[config.mk]
export PLATFORM = sky130hd
export DESIGN_NAME = alu_share_ctrl
export DESIGN_NICKNAME = d
export VERILOG_FILES = /design/src/rtl/alu_pkg.sv /design/src/rtl/alu.sv /design/src/rtl/alu_share_ctrl.sv
export SDC_FILE = /design/constraint.sdc
export NUM_CORES = 1
export LEC_CHECK = 0
export ABC_AREA = 1
export CORE_MARGIN = 8
export CORE_UTILIZATION = 45
export CTS_CLUSTER_SIZE = 25
export DETAILED_ROUTE_END_ITERATION = 10
export GPL_TIMING_DRIVEN = 0
export PLACE_DENSITY = 0.76
export SLEW_MARGIN = 10
export SYNTH_ARGS = -nofsm -noshare
export SYNTH_HDL_FRONTEND = slang
export SYNTH_SLANG_ARGS = --single-unit
[constraint.sdc]
create_clock -name clk -period 1.65 [get_ports clk]
set_input_delay 0.33 -clock clk [delete_from_list [all_inputs] [get_ports clk]]
set_output_delay 0.33 -clock clk [all_outputs]
set_load 0.005 [all_outputs]
[src/rtl/alu_pkg.sv]
// Shared definitions for the 4-bit ALU and its two-requester share controller.
package alu_pkg;

    localparam int unsigned DATA_W = 4;
    localparam int unsigned OP_W   = 3;

    localparam logic [OP_W-1:0] OP_EQ  = 3'b000;
    localparam logic [OP_W-1:0] OP_GT  = 3'b001;
    localparam logic [OP_W-1:0] OP_XOR = 3'b010;
    localparam logic [OP_W-1:0] OP_OR  = 3'b011;
    localparam logic [OP_W-1:0] OP_AND = 3'b100;
    localparam logic [OP_W-1:0] OP_NOT = 3'b101;
    localparam logic [OP_W-1:0] OP_SUB = 3'b110;
    localparam logic [OP_W-1:0] OP_ADD = 3'b111;

    typedef enum logic [1:0] {
        IDLE = 2'd0,
        EXEC = 2'd1,
        RESP = 2'd2
    } state_t;

    typedef struct packed {
        logic [DATA_W-1:0] a;
        logic [DATA_W-1:0] b;
        logic [OP_W-1:0]   op;
    } alu_req_t;

endpackage

[src/rtl/alu.sv]
// Combinational 4-bit ALU; carry/overflow are only driven for add and sub.
module alu
    import alu_pkg::*;
(
    input  logic [DATA_W-1:0] a,
    input  logic [DATA_W-1:0] b,
    input  logic [OP_W-1:0]   op,
    output logic [DATA_W-1:0] result,
    output logic              carry,
    output logic              of
);

    logic [DATA_W:0] sum;

    always_comb begin
        result = '0;
        carry  = 1'b0;
        of     = 1'b0;
        sum    = '0;
        case (op)
            OP_ADD: begin
                sum    = {1'b0, a} + {1'b0, b};
                result = sum[DATA_W-1:0];
                carry  = sum[DATA_W];
                of     = (a[DATA_W-1] == b[DATA_W-1]) && (sum[DATA_W-1] != a[DATA_W-1]);
            end
            // Subtract as a + ~b + 1, so carry means "no borrow".
            OP_SUB: begin
                sum    = {1'b0, a} + {1'b0, ~b} + (DATA_W+1)'(1);
                result = sum[DATA_W-1:0];
                carry  = sum[DATA_W];
                of     = (a[DATA_W-1] != b[DATA_W-1]) && (sum[DATA_W-1] != a[DATA_W-1]);
            end
            OP_NOT: result = ~a;
            OP_AND: result = a & b;
            OP_OR:  result = a | b;
            OP_XOR: result = a ^ b;
            OP_GT:  result = DATA_W'($signed(a) > $signed(b));
            OP_EQ:  result = DATA_W'(a == b);
            default: result = '0;
        endcase
    end

endmodule

[src/rtl/alu_share_ctrl.sv]
// Shares one ALU between two requesters: round-robin accept, one execute cycle,
// then a held valid/ready response with per-requester saturating completion counts.
module alu_share_ctrl
    import alu_pkg::*;
#(
    parameter int unsigned CNT_W = 8
) (
    input  logic              clk,
    input  logic              rst,
    input  logic [1:0]        req_valid,
    output logic [1:0]        req_ready,
    input  logic [3:0]        req0_a,
    input  logic [3:0]        req0_b,
    input  logic [2:0]        req0_op,
    input  logic [3:0]        req1_a,
    input  logic [3:0]        req1_b,
    input  logic [2:0]        req1_op,
    output logic [1:0]        rsp_valid,
    input  logic [1:0]        rsp_ready,
    output logic [3:0]        rsp_result,
    output logic              rsp_carry,
    output logic              rsp_of,
    output logic              busy,
    output logic [CNT_W-1:0]  done_cnt0,
    output logic [CNT_W-1:0]  done_cnt1
);

    state_t            state;
    state_t            state_nxt;
    logic              ptr;
    logic              owner;
    alu_req_t          opnd;
    alu_req_t          sel;
    logic [1:0]        grant;
    logic              grant_idx;
    logic              accept;
    logic              complete;
    logic [DATA_W-1:0] alu_result;
    logic              alu_carry;
    logic              alu_of;

    // Round-robin grant: a lone request always wins, the pointer breaks ties.
    always_comb begin
        grant = 2'b00;
        case (req_valid)
            2'b01:   grant = 2'b01;
            2'b10:   grant = 2'b10;
            2'b11:   grant = ptr ? 2'b10 : 2'b01;
            default: grant = 2'b00;
        endcase
        grant_idx = grant[1];
        sel = grant_idx ? alu_req_t'{a: req1_a, b: req1_b, op: req1_op}
                        : alu_req_t'{a: req0_a, b: req0_b, op: req0_op};
    end

    assign accept   = |(req_valid & req_ready);
    assign complete = (state == RESP) && rsp_ready[owner];

    always_ff @(posedge clk) begin
        if (rst) begin
            state <= IDLE;
        end else begin
            state <= state_nxt;
        end
    end

    always_comb begin
        state_nxt = state;
        case (state)
            IDLE:    if (accept) state_nxt = EXEC;
            EXEC:    state_nxt = RESP;
            RESP:    if (complete) state_nxt = IDLE;
            default: state_nxt = IDLE;
        endcase
    end

    always_comb begin
        req_ready = 2'b00;
        busy      = (state != IDLE);
        if ((state == IDLE) && !rst) begin
            req_ready = grant;
        end
    end

    alu u_alu (
        .a      (opnd.a),
        .b      (opnd.b),
        .op     (opnd.op),
        .result (alu_result),
        .carry  (alu_carry),
        .of     (alu_of)
    );

    // Operand capture, response register and completion counters.
    always_ff @(posedge clk) begin
        if (rst) begin
            ptr        <= 1'b0;
            owner      <= 1'b0;
            opnd       <= '0;
            rsp_valid  <= 2'b00;
            rsp_result <= '0;
            rsp_carry  <= 1'b0;
            rsp_of     <= 1'b0;
            done_cnt0  <= '0;
            done_cnt1  <= '0;
        end else begin
            if (accept) begin
                opnd  <= sel;
                owner <= grant_idx;
                ptr   <= ~grant_idx;
            end
            if (state == EXEC) begin
                rsp_result <= alu_result;
                rsp_carry  <= alu_carry;
                rsp_of     <= alu_of;
                rsp_valid  <= owner ? 2'b10 : 2'b01;
            end
            if (complete) begin
                rsp_valid <= 2'b00;
                if (!owner && (done_cnt0 != '1)) begin
                    done_cnt0 <= done_cnt0 + CNT_W'(1);
                end
                if (owner && (done_cnt1 != '1)) begin
                    done_cnt1 <= done_cnt1 + CNT_W'(1);
                end
            end
        end
    end

endmodule

==> results of run 1 <==
## power breakdown
part	switching (W)	internal [W]	total, W
Sequential	0.0000746	0.00102	0.00109
Clock	0.000346	0.000296	0.000641
Combinational	0.000434	0.000348	0.000783
## repair_timing
action / in CTS / in global routing
buffers inserted: 6 / 2
pin swaps: 4 / 4
cloned: 0 / 0
resized for setup: 35 / 24
setup endpoints to repair: 9 / 15
## cells by family (layout without fill, tap and decap cells)
kind of cell	after synthesis	after routing	synth area share (%)
simple gates	181	181	33.4
compound gates	56	56	12.8
buf+inv	53	122	8.53
flops	39	39	32.9
fa+ha+maj	16	16	9.06
xor+xnor	9	9	3.32
## area by class of cell
class                   count  area [um2]  area share [%]
flip-flops and latches     39         805            24.5
clock buffers               6        72.6            2.21
plain buffers               6        35.0            1.07
multi-input cells         262        1510            45.9
clock inverters             2        12.5           0.381
well taps                  70        87.6            2.66
repair buffers             61         586            17.8
inverters                  47         181            5.52
## worst max path at each step
stage	startpoint	to	slack, ns	cells after the start
6_report	opnd[7]	rsp_result[2]	0.03	12
5_1_grt	opnd[10]	rsp_result[0]	-0.05	10
4_1_cts	state[0]	req_ready[1]	0.005	6
3_5_place_dp	req_valid[1]	req_ready[1]	-0.59	6
3_3_place_gp	req_valid[1]	req_ready[1]	-0.60	6
2_1_floorplan	opnd[3]	rsp_carry	0.02	9
## cells in the mapped netlist (5+ instances only)
cell,n,area share [%]
a21oi_1,30,6.3
a31oi_1,6,1.6
dfxtp_1,39,33
ha_1,14,7.4
inv_1,38,6.0
inv_2,8,1.3
nand2_1,98,15
nand3_1,30,6.3
nand4_1,7,1.8
nor2_1,28,4.4
nor3_1,5,1.1
o21ai_0,13,2.7
xor2_1,5,1.8
## registers in the layout, indices dropped and copies added (netlist names)
register and cells:
opnd 11, done_cnt0 8, done_cnt1 8, rsp_result 4
rsp_valid 2, state 2, owner 1, ptr 1
rsp_carry 1, rsp_of 1
## per-layer routing
| metal | vias to the layer above | routed length [um] | global-route usage [%] |
|---|---|---|---|
| met5 | - | 0 | 0 |
| met4 | 0 | 146 | 5.68 |
| met3 | 15 | 360 | 3.25 |
| met2 | 73 | 2920 | 25.7 |
| met1 | 1113 | 2920 | 21.5 |
| li1 | 1284 | - | - |
## per-stage QoR
stage               power, W  hold WS, ns  setup TNS, ns
floorplan            0.00152        0.446              0
global placement     0.00176        0.453          -3.34
detailed placement   0.00177        0.459          -3.86
CTS                  0.00246        0.326              0
global route         0.00268        0.368         -0.141
finish               0.00251        0.364              0
==> run metrics, run 1 <==
min-delay worst type=in2reg; number of buffers created by CTS=5; Seq/Total Area, Yosys=32.9%; area of the core=5110 um2; Clock Skew=0.00520 ns; fin nets=466; Iter 0 DRT Violations=192; unrepaired setup endpoints after global routing=true; VDD IR max=0.424 mV; chip height=88.7 um; commonest non-fill, non-tap cell in the layout=nand2_1; post-layout util=64.4%; most frequent CP cell=nand2_1; clock latency on the worst-skew pair=0.29 ns; GRT Residual Overflow=0; # clock sinks=39; Post-synth EDFFs=0; fmax=618 MHz; crit end category=register; post-route design area=3290 um2; Gate Count Post-Synth=354; CTS H-tree lvls=2; Worst-Margin Slew=0.597 ns; initial antenna violation count=0; mapped cell area=2380 um2; top cell family by delay on the critical path=adder cells; GP Congestion=0.916; CTS tree=built; area grow syn2layout=38.4%; Yosys warnings=0; number of cells on the worst reg-to-reg path=12; fin cells=493; syn_nets=398; Die X=88.7 um; number of synthesized register bits=39; number of top-level pins=55; Setup crit start kind=register; setup slack, reg-to-reg=0.03 ns; cell area after placement=2990 um2; crit path cell chain=inv_4, ha_4, inv_2, fa_2, inv_2, nand2_1, nand2_1, nor2_1, nor2_1, nand4_1, nand2_1, a21oi_1; most frequent cells in the layout=nand2_1 (93), clkdlybuf4s50_1 (48), inv_1 (33); ANT cells=0; CP peak stage delay=0.37 ns; Tot GR Track Use=16.4%; Cell variety after synth=29; effective utilization at floorplan=46.5%; Worst Hold End=opnd[0]; Tcrit/Tclk final=98.1%; largest net degree at the start of global routing=13; Reg clk slew, reported paths=0.08 ns; Pre-antenna DRT Iters=4; Final Hold Viols=0; status=finished clean; Critical path buffers and inverters=3; Tmin final=1.62 ns; Placed Cells=477; drt drc=0; num rows=26; Die Area=7860 um2; critical path peak fanout=4; main flop type after synthesis=dfxtp_1; pins over their slew limit=0; Max Cap Viol=0; LEAKAGE=1.35 nW; PwrDens=765 nW/um2; vias per cell=5.04; Root Buffer=clkbuf_8; CTS Buffer Depth=2; WS Path Type=reg2reg; DR WL/cell=12.9 um; Hold Buf Count CTS=0; FILL cells=466; r2r startpoint=opnd[7]; post-route ant nets=0; Post-Place Setup Slack=-0.590 ns; Syn Area/Cell=6.71 um2; WHS Path Cells=2; DP HPWL=4.73 mm; Worst Hold Launch=rst; fraction of registers with async set or reset after synthesis=0%; DRT Wirelength=6.35 mm; R2R Path End=rsp_result[2]; layout cell share with drive strength beyond 1=16.5%; arrival time worst endpoint=1.78 ns; Final WS setup=0.0309 ns; worst relative slew slack=60.2%; CP required=1.81 ns; first-pass GRT wire length=10.3 mm; DR vias=2485; vias in the first global route=2304; Setup violations, final=0; PortBufs=53; CP max-delay cell=dfxtp_4
Power figures use the tool's default switching activity.
==> run 2: changes to the inputs <==
Settings changed: MAX_ROUTING_LAYER set to met4.
==> run 2 against run 1 <==
Compared with the run above:
- combinational power is 1% higher
- sequential cell count stayed put
- clock power is 3.6% lower
- via count is 1.5% lower
- critical path type unchanged
==> run metrics, run 2 (same netlist as run 1, synthesis figures left out) <==
Final Hold Viols=0; unrepaired setup endpoints after global routing=true; chip height=88.7 um; Setup crit start kind=register; Largest regs=opnd: 11 flops, done_cnt0: 8 flops, done_cnt1: 8 flops; Setup violations, final=0; vias per cell=4.97; number of top-level pins=55; Tmin final=1.61 ns; DR vias=2447; DRT Wirelength=6.45 mm; fin nets=467; Die X=88.7 um; CTS H-tree lvls=2; area of the core=5110 um2; CTS tree=built; flip-flop count of the largest register after layout=11; Final WS setup=0.0353 ns; crit end category=register; LEAKAGE=1.35 nW; DR WL/cell=13.1 um; # clock sinks=39; Seq. cell area=805 um2; Worst-Margin Slew=0.586 ns; vias in the first global route=2269; status=finished clean; Iter 0 DRT Violations=151; WS Path Type=reg2reg; worst relative slew slack=60.9%; post-route design area=3290 um2; PwrDens=759 nW/um2; post-route ant nets=0; layout cell share with drive strength beyond 1=18.0%; ANT cells=0; initial antenna violation count=0; first-pass GRT wire length=10.4 mm; Die Area=7860 um2; Tot GR Track Use=17.2%; hold_ws=0.373 ns; GRT Residual Overflow=0; effective utilization at floorplan=46.5%; FILL cells=477; clock latency on the worst-skew pair=0.29 ns; DP HPWL=4.72 mm; Root Buffer=clkbuf_8; area grow syn2layout=38.6%; most frequent cells in the layout=nand2_1 (93), clkdlybuf4s50_1 (49), inv_1 (30); area occupied by multi-input gates=1520 um2; power consumption=0.00250 W; CTS Buffer Depth=2; critical path peak fanout=4; CP required=1.81 ns; Pre-antenna DRT Iters=4; commonest non-fill, non-tap cell in the layout=nand2_1; Post-Place Setup Slack=-0.609 ns; cell area after placement=2990 um2; drt drc=0; min-delay worst type=in2reg; Reg clk slew, reported paths=0.08 ns; Tcrit/Tclk final=97.9%; arrival time worst endpoint=1.78 ns; GP Congestion=0.927; VDD IR max=0.482 mV; fmax=619 MHz; number of buffers created by CTS=5; pins over their slew limit=0; Biggest register=opnd; num rows=26; Clock Skew=0.00678 ns; Max Cap Viol=0; PortBufs=53; largest net degree at the start of global routing=12
## run 2: per-stage QoR
stage          utilization (%)  std cells  TNS, ns
2_1_floorplan                -        354        0
3_3_place_gp              58.6        477    -3.21
3_5_place_dp              58.6        477    -3.77
4_1_cts                   62.7        490        0
5_1_grt                   64.5        492   -0.165
6_report                  64.5        492        0
## run 2: final timing paths
path                       from       endpoint  slack, ns  depth (start not counted)
setup / recovery        opnd[7]  rsp_result[2]       0.04                         12
hold / removal              rst        opnd[0]       0.37                          2
setup reg to reg        opnd[7]  rsp_result[2]       0.04                         12
hold reg to reg   rsp_result[1]  rsp_result[1]       0.47                          2
## run 2: cell type report
type / count / share of cell area [%]
Tap cell: 70 / 2.66
Clock buffer: 5 / 2.09
Sequential cell: 39 / 24.4
Inverter: 47 / 5.43
Multi-Input combinational cell: 262 / 46.0
Clock inverter: 1 / 0.228
Timing Repair Buffer: 63 / 18.3
Buffer: 5 / 0.836
## run 2: where the power goes
| group | internal, W | total (W) | switching (W) |
|---|---|---|---|
| registers | 0.00101 | 0.00109 | 0.0000740 |
| logic | 0.000354 | 0.000794 | 0.000439 |
| clock network | 0.000281 | 0.000618 | 0.000338 |
## run 2: worst max-delay path, cell delays in order (launching register included)
cell and delay (ns):
dfxtp_4 0.37, inv_4 0.06, ha_4 0.11, inv_2 0.04, fa_2 0.34, inv_2 0.07, nand2_2 0.04, nand2_1 0.06
nor2_1 0.04, nor2_1 0.09, nand4_1 0.11, nand2_1 0.10, a21oi_2 0.05
## run 2: repair_timing
item | CTS | global route
buffers inserted | 7 | 3
cloned | 0 | 0
setup endpoints to repair | 9 | 19
pin swaps | 6 | 8
hold buffers | 0 | 0
resized for setup | 36 | 29
## run 2: metal layers
layer,routed length (um),track usage [%],up-vias
li1,-,-,1285
met1,3000,22.0,1090
met2,3060,25.9,64
met3,296,3.34,8
met4,87,6.61,0
met5,0,-,-
==> run 3: changes to the inputs <==
Settings changed: SETUP_SLACK_MARGIN set to 0.02.
==> run 3 against run 2 <==
Compared with the run above:
- critical path depth is 3 lower
- clock power rose by 34%
- via count grew 1.9%
- critical endpoint is now rsp_carry
- highest routed layer unchanged
==> run metrics, run 3 (same netlist as run 1, synthesis figures left out) <==
VDD IR max=0.434 mV; ANT cells=0; status=finished clean; most frequent CP cell=inv_1; CP max-delay cell=dfxtp_4; GP Congestion=0.952; Hold Buf Count CTS=0; clock latency on the worst-skew pair=0.30 ns; CTS Buffer Depth=2; fmax=614 MHz; vias per cell=4.99; most frequent cells in the layout=nand2_1 (93), clkdlybuf4s50_1 (48), inv_1 (30); PwrDens=811 nW/um2; CP required=1.91 ns; setup slack, reg-to-reg=0.02 ns; Worst Hold End=opnd[0]; critical path peak fanout=3; unrepaired setup endpoints after global routing=true; Worst Hold Launch=rst; DRT Wirelength=6.67 mm; GRT Residual Overflow=0; power consumption=0.00274 W; CTS H-tree lvls=2; number of cells on the worst reg-to-reg path=9; commonest non-fill, non-tap cell in the layout=nand2_1; post-route ant nets=0; Setup crit start kind=register; crit path cell chain=ha_4, inv_1, fa_2, or2_4, a21oi_2, o21ai_0, nand3_1, nand2_1, inv_1; Final Hold Viols=0; Tmin final=1.63 ns; hold_ws=0.379 ns; fin nets=473; area occupied by multi-input gates=1500 um2; # clock sinks=39; Pre-antenna DRT Iters=4; PortBufs=53; DP HPWL=4.89 mm; r2r startpoint=opnd[3]; Biggest register=opnd; fin cells=500; R2R Path End=rsp_carry; WHS Path Cells=2; vias in the first global route=2432; crit end category=register; Largest regs=opnd: 11 flops, done_cnt0: 8 flops, done_cnt1: 8 flops; Tcrit/Tclk final=98.8%; Worst-Margin Slew=0.574 ns; number of top-level pins=55; Clock Skew=0.00683 ns; number of buffers created by CTS=5; pins over their slew limit=0; Setup violations, final=0; Final TNS setup=0 ns; Seq. cell area=810 um2; Reg clk slew, reported paths=0.09 ns; Iter 0 DRT Violations=142; Root Buffer=clkbuf_8; WS Path Type=reg2reg; worst relative slew slack=61.7%; CP peak stage delay=0.39 ns; num rows=26; flip-flop count of the largest register after layout=11; FILL cells=460; area of the core=5110 um2; Die X=88.7 um; chip height=88.7 um; largest net degree at the start of global routing=14; layout cell share with drive strength beyond 1=20.0%; Die Area=7860 um2; effective utilization at floorplan=46.5%; Max Cap Viol=0; drt drc=0; initial antenna violation count=0; min-delay worst type=in2reg; Tot GR Track Use=17.8%; first-pass GRT wire length=10.9 mm; DR vias=2493; CTS tree=built; LEAKAGE=1.40 nW; Placed Cells=477; area grow syn2layout=42.1%; arrival time worst endpoint=1.89 ns; DR WL/cell=13.3 um
## run 3: power by group
group          switching, W  leakage [nW]  total (W)  internal (W)
registers         0.0000761         0.325    0.00109       0.00101
clock network      0.000378        0.0581   0.000829      0.000451
logic              0.000444          1.02   0.000817      0.000373
## run 3: layout make-up
type | instances | area share [%]
Buffer | 6 | 1.04
Sequential cell | 39 | 24.0
Multi-Input combinational cell | 262 | 44.4
Tap cell | 70 | 2.59
Timing Repair Buffer | 68 | 19.1
Inverter | 47 | 5.56
Clock buffer | 5 | 2.04
Clock inverter | 3 | 1.30
## run 3: through the flow
step | setup WS [ns] | util (%) | area (um2)
final | 0.0200 | 66.1 | 3380
after global routing | -0.0628 | 66.1 | 3380
after CTS | 0.00835 | 64.4 | 3290
after detailed placement | -0.590 | 58.7 | 3000
after global placement | -0.595 | 58.7 | 3000
after floorplan | 0.0222 | - | 2380
## run 3: critical path, delay by kind of cell, from the launching register on
family / cells / cell delay [ns]
simple gates: 3 / 0.41
compound gates: 2 / 0.21
buf+inv: 2 / 0.09
fa+ha+maj: 2 / 0.49
flops: 1 / 0.39
## run 3: worst max path at each step
stage                     to  cells after the start  slack (ns)    startpoint
2_1_floorplan      rsp_carry                      9        0.02       opnd[7]
3_3_place_gp    req_ready[1]                      6       -0.60  req_valid[1]
3_5_place_dp    req_ready[1]                      6       -0.59  req_valid[1]
4_1_cts         req_ready[1]                      7       0.008  req_valid[0]
5_1_grt        rsp_result[2]                     12       -0.06       opnd[7]
6_report           rsp_carry                      9        0.02       opnd[3]
## run 3: routing by layer
layer  track usage (%)  share of wire, %
met1              22.2                48
met2              28.2                46
met3              2.79               4.3
met4              6.61               1.8
met5                 -                 0
## run 3: timing repair
action	in CTS	in global routing
setup buffers	12	3
gates resized for setup	39	27
endpoints found under the setup margin	9	29
pin swaps	7	11
